--- src/rtl/uart_factorial_ctrl_pkg.sv ---
// Shared definitions for the UART factorial sequencer: FSM state encodings
// and parameter helpers (result byte count, default largest operand per RES_W).
package uart_factorial_ctrl_pkg;

  localparam logic [1:0] ST_IDLE    = 2'd0;
  localparam logic [1:0] ST_MULT    = 2'd1;
  localparam logic [1:0] ST_SEND    = 2'd2;
  localparam logic [1:0] ST_WAIT_TX = 2'd3;

  function automatic int fact_res_bytes(input int res_w, input int dbit);
    return res_w / dbit;
  endfunction

  // Largest N whose factorial still fits in res_w bits.
  function automatic int default_max_n(input int res_w);
    if (res_w >= 64) return 20;
    if (res_w >= 32) return 12;
    if (res_w >= 16) return 8;
    return 5;
  endfunction

endpackage

--- src/rtl/fact_mult_seq.sv ---
// Iterative factorial datapath: holds operand, accumulator and multiplier k,
// advancing one multiply per cycle while run is high.
module fact_mult_seq #(
  parameter int DBIT  = 8,
  parameter int RES_W = 32,
  parameter int MAX_N = 12
) (
  input  logic             clk,
  input  logic             reset,
  input  logic             load,
  input  logic [DBIT-1:0]  n_in,
  input  logic             run,
  output logic [RES_W-1:0] acc,
  output logic             done,
  output logic             ovf
);

  localparam int KW = DBIT + 1;
  localparam logic [KW-1:0] MAX_K = KW'(MAX_N);

  logic [DBIT-1:0]  n_reg;
  logic [KW-1:0]    k_reg;
  logic [RES_W-1:0] acc_reg;

  // k carries one extra bit so k > N terminates even for N = 2**DBIT-1.
  assign ovf  = {1'b0, n_reg} > MAX_K;
  assign done = ovf || (k_reg > {1'b0, n_reg});
  assign acc  = acc_reg;

  always_ff @(posedge clk or negedge reset) begin
    if (!reset) begin
      n_reg   <= '0;
      k_reg   <= '0;
      acc_reg <= '0;
    end else if (load) begin
      n_reg   <= n_in;
      k_reg   <= KW'(2);
      acc_reg <= RES_W'(1);
    end else if (run) begin
      if (ovf) begin
        acc_reg <= '1;
      end else if (!done) begin
        acc_reg <= acc_reg * RES_W'(k_reg);
        k_reg   <= k_reg + KW'(1);
      end
    end
  end

endmodule

--- src/rtl/uart_factorial_ctrl.sv ---
// Sequencer between uart_rx and uart_tx: computes N! and streams it MSB-first.
// Define FACT_ECHO_EN to transmit the operand N ahead of the result bytes.
module uart_factorial_ctrl
  import uart_factorial_ctrl_pkg::*;
#(
  parameter int DBIT  = 8,
  parameter int RES_W = 32,
  parameter int MAX_N = default_max_n(RES_W)
) (
  input  logic             clk,
  input  logic             reset,
  input  logic [DBIT-1:0]  rx_dout,
  input  logic             rx_done_tick,
  output logic [DBIT-1:0]  tx_din,
  output logic             tx_start,
  input  logic             tx_done_tick,
  output logic             busy,
  output logic             err,
  output logic             drop,
  output logic [RES_W-1:0] result
);

  localparam int RES_BYTES = fact_res_bytes(RES_W, DBIT);
`ifdef FACT_ECHO_EN
  localparam int TX_BYTES = RES_BYTES + 1;
`else
  localparam int TX_BYTES = RES_BYTES;
`endif
  localparam int BW = $clog2(TX_BYTES + 1);
  localparam logic [BW-1:0] B_TOP = BW'(TX_BYTES - 1);

  logic [1:0]       state_reg;
  logic [BW-1:0]    b_reg;
  logic [DBIT-1:0]  tx_din_reg;
  logic             tx_start_reg;
  logic             err_reg;
  logic             drop_reg;
  logic [RES_W-1:0] result_reg;

  logic             load;
  logic             run;
  logic [RES_W-1:0] acc;
  logic             mult_done;
  logic             mult_ovf;
  logic [RES_W-1:0] acc_sh;
  logic [DBIT-1:0]  byte_sel;

  assign load = (state_reg == ST_IDLE) && rx_done_tick;
  assign run  = (state_reg == ST_MULT);

  fact_mult_seq #(
    .DBIT  (DBIT),
    .RES_W (RES_W),
    .MAX_N (MAX_N)
  ) u_mult (
    .clk   (clk),
    .reset (reset),
    .load  (load),
    .n_in  (rx_dout),
    .run   (run),
    .acc   (acc),
    .done  (mult_done),
    .ovf   (mult_ovf)
  );

`ifdef FACT_ECHO_EN
  logic [DBIT-1:0] echo_n_reg;

  always_ff @(posedge clk or negedge reset) begin
    if (!reset) begin
      echo_n_reg <= '0;
    end else if (load) begin
      echo_n_reg <= rx_dout;
    end
  end
`endif

  // b counts down from the most significant byte; the echo slot sits above the result bytes.
  always_comb begin
    acc_sh   = acc >> (int'(b_reg) * DBIT);
    byte_sel = acc_sh[DBIT-1:0];
`ifdef FACT_ECHO_EN
    if (b_reg == BW'(RES_BYTES)) begin
      byte_sel = echo_n_reg;
    end
`endif
  end

  always_ff @(posedge clk or negedge reset) begin
    if (!reset) begin
      state_reg    <= ST_IDLE;
      b_reg        <= '0;
      tx_din_reg   <= '0;
      tx_start_reg <= 1'b0;
      err_reg      <= 1'b0;
      drop_reg     <= 1'b0;
      result_reg   <= '0;
    end else begin
      tx_start_reg <= 1'b0;
      drop_reg     <= rx_done_tick && (state_reg != ST_IDLE);
      case (state_reg)
        ST_IDLE: begin
          if (rx_done_tick) begin
            err_reg   <= 1'b0;
            b_reg     <= B_TOP;
            state_reg <= ST_MULT;
          end
        end
        ST_MULT: begin
          if (mult_done) begin
            if (mult_ovf) err_reg <= 1'b1;
            state_reg <= ST_SEND;
          end
        end
        ST_SEND: begin
          result_reg   <= acc;
          tx_din_reg   <= byte_sel;
          tx_start_reg <= 1'b1;
          state_reg    <= ST_WAIT_TX;
        end
        default: begin
          if (tx_done_tick) begin
            if (b_reg == '0) begin
              state_reg <= ST_IDLE;
            end else begin
              b_reg     <= b_reg - BW'(1);
              state_reg <= ST_SEND;
            end
          end
        end
      endcase
    end
  end

  assign tx_din   = tx_din_reg;
  assign tx_start = tx_start_reg;
  assign busy     = (state_reg != ST_IDLE);
  assign err      = err_reg;
  assign drop     = drop_reg;
  assign result   = result_reg;

endmodule

--- config.mk ---
export PLATFORM = sky130hd
export DESIGN_NAME = uart_factorial_ctrl
export DESIGN_NICKNAME = d
export VERILOG_FILES = /design/src/rtl/uart_factorial_ctrl_pkg.sv /design/src/rtl/fact_mult_seq.sv /design/src/rtl/uart_factorial_ctrl.sv
export SDC_FILE = /design/constraint.sdc
export NUM_CORES = 1
export LEC_CHECK = 0
export ABC_AREA = 1
export CAP_MARGIN = 25
export CORE_ASPECT_RATIO = 2
export CORE_MARGIN = 2
export CORE_UTILIZATION = 40
export DETAILED_ROUTE_END_ITERATION = 10
export GPL_TIMING_DRIVEN = 0
export SYNTH_ARGS = -nofsm -noshare
export SYNTH_HDL_FRONTEND = slang
export SYNTH_HIERARCHICAL = 1
export SYNTH_SLANG_ARGS = --single-unit
--- constraint.sdc ---
create_clock -name clk -period 5.75 [get_ports clk]
set_input_delay 1.15 -clock clk [delete_from_list [all_inputs] [get_ports clk]]
set_output_delay 1.15 -clock clk [all_outputs]
set_load 0.02 [all_outputs]
==> results.md <==
* Outcome: complete, no violations
* Highest clock frequency the design can meet at 180 MHz
* Post-synthesis cell type count at 44
* Register clock-pin slew on the reported worst setup and hold paths at 0.06 ns
* Minimum setup slack after placement at -0.324 ns
* Die extent in x at 130 um
* Starting utilization of the core area at 0.404
* Share of cells above drive strength 1 at 0.0593
* Slew of the pin with the lowest slew margin at 0.835 ns
* Number of global-route vias before repair at about 12000
* Required @ worst endpoint at 6.00 ns
* N_diodes at 0
* H-tree depth at 3
* Final worst path period share at 0.969
* CP Capture Type: flip-flop
* Sum of net half-perimeters after detailed placement at 33200 um
* Final setup violation count at 0
* Number of search-and-repair iterations in the first detailed-routing pass at 6
* Seq/Total Area, Yosys at 0.191
* Worst path cell trace: clkbuf_1, buf_2, nand2_1, fa_1, inv_1, ha_1, ha_1, inv_1, fa_1, inv_1, ha_1, inv_1, fa_1, inv_1, nand2_1, o21ai_1, a21boi_1, o21bai_1, nand2_1, nand4_1, nand3_1, nand2_1, nand2_1
* WL per Instance at 17.5 um
* Count of flip-flops with a built-in enable after synthesis at 0
* Setup repair after global routing missed its margin: no
* Core region area at 31400 um2
* Origin of the worst setup path: u_mult/k_reg[1]
* Number of nets in the synthesized netlist at approximately 2000
* Static leakage at 8.40 nW
* Post-Layout Cell Count at 2243
* Clock Path Buffers at 2
* Antenna violations before repair at 0
* Source of the worst register-to-register timing path: u_mult/k_reg[1]
* Count of port buffers added during placement at 55
* Count of cells along the worst register-to-register path at 23
* Area of the die at around 33000 um2
* Number of buffers inserted to repair setup after CTS at 0
* Clock Sink Count at 97
* Number of synthesized register bits at 97
* Post-placement cell count at between 2000 and 2500
* Clock Latency Late Sink at 0.36 ns
* Most used cells in the layout excluding fill and tap cells: nand2_1 (584), inv_1 (421), fa_1 (179)
* Max IR drop VDD at 209 uV
* Overflow after GRT at 0
* Fraction of registers with async set or reset after synthesis at 1.00
* Max transition margin at 0.443
* Crit Path Category: reg2reg
* Remaining antenna violation count at 0
* Ys Warns at 6
* Number of max-slew violations in the final report at 0
* Number of hold violations in the final report at 0
* Number of top-level design ports at 56
* Total design power at ~7.2 mW
* Maxcap violations at 0
* Final critical delay including setup and external delays at 5.57 ns
* Power per unit of standard cell area at 510 nW/um2
* Clk_skew at 0.00902 ns
* Min-delay worst type: reg2reg
* Final Worst Setup Slack at ~0.18 ns
* Num CTS Buffers at 9
* Maximum number of pins on one net before global-route repair at 55
* Largest stage delay on the critical path at 0.52 ns
* DRC violation count after routing at 0
* Worst r2r dst: u_mult/acc[30]
* Growth of design area from synthesis to finish at 11.1%
* First-iteration detailed-routing DRC count at 754
* Data arrival, critical path at 5.82 ns
* Cell at the root of the clock tree: clkbuf_16
* Vertical die dimension at 256 um
* Global-route total usage across every layer at 0.248
* Kind of start point of the critical path: flip-flop
* Routability congestion estimate at 0.968
* Most common cell after layout, fill and taps aside: nand2_1
* Avg Synthesized Cell Area at 7.25 um2
* Global-route wire length before repair at 62600 um
* Hold Worst Slack at about 0.47 ns
* Post-Syn Instances at 1750
* Setup tns final at 0 ns
* Count of nets after finishing at 2061
* Final Routed Wirelength at approximately 39000 um
* Combined area of all synthesized cells at 12700 um2
* Core Rows at 92
* Vias after detailed routing at 11200
* Capturing element of the worst setup path: u_mult/acc[30]
* Most used flip-flop cell after synthesis: dfrtp_1
* Cell with the largest stage delay on the worst path: fa_1
* Vias per inst at 4.99
* Clock tree from TritonCTS: done
* CP Max Fanout at 10
* Setup slack of the most critical reg-to-reg path at 0.18 ns
==> metrics by stage <==
step,util,cell area [um2]
6_report,0.448,14100
3_3_place_gp,0.438,13800
2_1_floorplan,-,12700
5_1_grt,0.448,14100
4_1_cts,0.448,14100
3_5_place_dp,0.439,13800
==> synthesized netlist by cell type, types with 2 or more instances <==
cell type,count,area (um2)
o21ai_0,42,210
nor3_1,7,35.0
buf_4,3,22.5
a21oi_1,43,215
o21bai_1,4,30.0
a31o_2,3,26.3
o211ai_1,2,15.0
nand4_1,20,125
ha_1,55,688
buf_1,11,41.3
nand3_1,76,380
nor2_1,62,233
nand2_2,5,31.3
fa_1,179,3580
or2_2,2,12.5
nor4_1,2,12.5
o31ai_1,4,30.0
inv_2,5,18.8
o21a_1,3,22.5
nor2_2,2,12.5
dfrtp_1,97,2430
buf_2,31,155
nand3_2,2,20.0
nand3b_1,3,22.5
nand2_1,584,2190
buf_6,7,78.8
o21ai_1,16,80.1
a21o_1,4,30.0
inv_1,421,1580
xnor2_1,4,35.0
xor2_1,13,114
clkbuf_1,26,97.6
==> power by group <==
part | total [mW] | internal [mW] | switching (mW)
clock network | 0.576 | 0.307 | 0.269
logic | 5.34 | 1.81 | 3.53
registers | 1.27 | 1.00 | 0.268
total | 7.19 | 3.12 | 4.07
==> layout make-up <==
type | instances | area [um2]
clock buffer | 11 | 243
multi-input combinational | 1145 | 8240
tap | 423 | 529
clock inverter | 5 | 38.8
sequential | 97 | 2430
timing repair buffer | 56 | 568
buffer | 77 | 434
fill | 3297 | 17300
inverter | 429 | 1620
==> what timing repair did <==
action,4_1_cts,5_1_grt
pin swaps,0,0
endpoints found under the setup margin,22,18
hold buffers,0,0
hold endpoints to repair,0,0
gates resized for setup,10,31
==> kinds of logic (layout without fill, tap and decap cells) <==
family | Yosys count | in the layout | synth area share
buffers and inverters | 508 | 578 | 0.160
AO/OA/AOI/OAI | 126 | 126 | 0.0555
flip-flops | 97 | 97 | 0.191
adder cells (fa/ha/maj) | 234 | 234 | 0.337
AND/OR/NAND/NOR | 768 | 768 | 0.245
XOR/XNOR | 17 | 17 | 0.0117
==> worst min path at each step <==
stage / start / end / slack [ns] / cells after the start
global route: result[11] / result[11] / 0.49 / 2
global placement: result[18] / result[18] / 0.45 / 2
finish: result[23] / result[23] / 0.47 / 2
CTS: result[23] / result[23] / 0.47 / 2
detailed placement: result[23] / result[23] / 0.46 / 2
floorplan: u_mult/acc[11] / result[11] / 0.46 / 2
==> worst max-delay path: cells and delay by family (launching register included) <==
family,cells,cell delay (ns)
adder cells (fa/ha/maj),6,2.23
AO/OA/AOI/OAI,3,0.94
flip-flops,1,0.38
buffers and inverters,7,1.13
AND/OR/NAND/NOR,7,0.78
==> per-layer routing <==
layer / global-route usage / part of all wire
met4: 0.170 / 0.075
met1: 0.249 / 0.34
met5: 0 / 0
met3: 0.0236 / 0.039
met2: 0.462 / 0.55
Note: power is estimated with default switching activity, not from simulation.
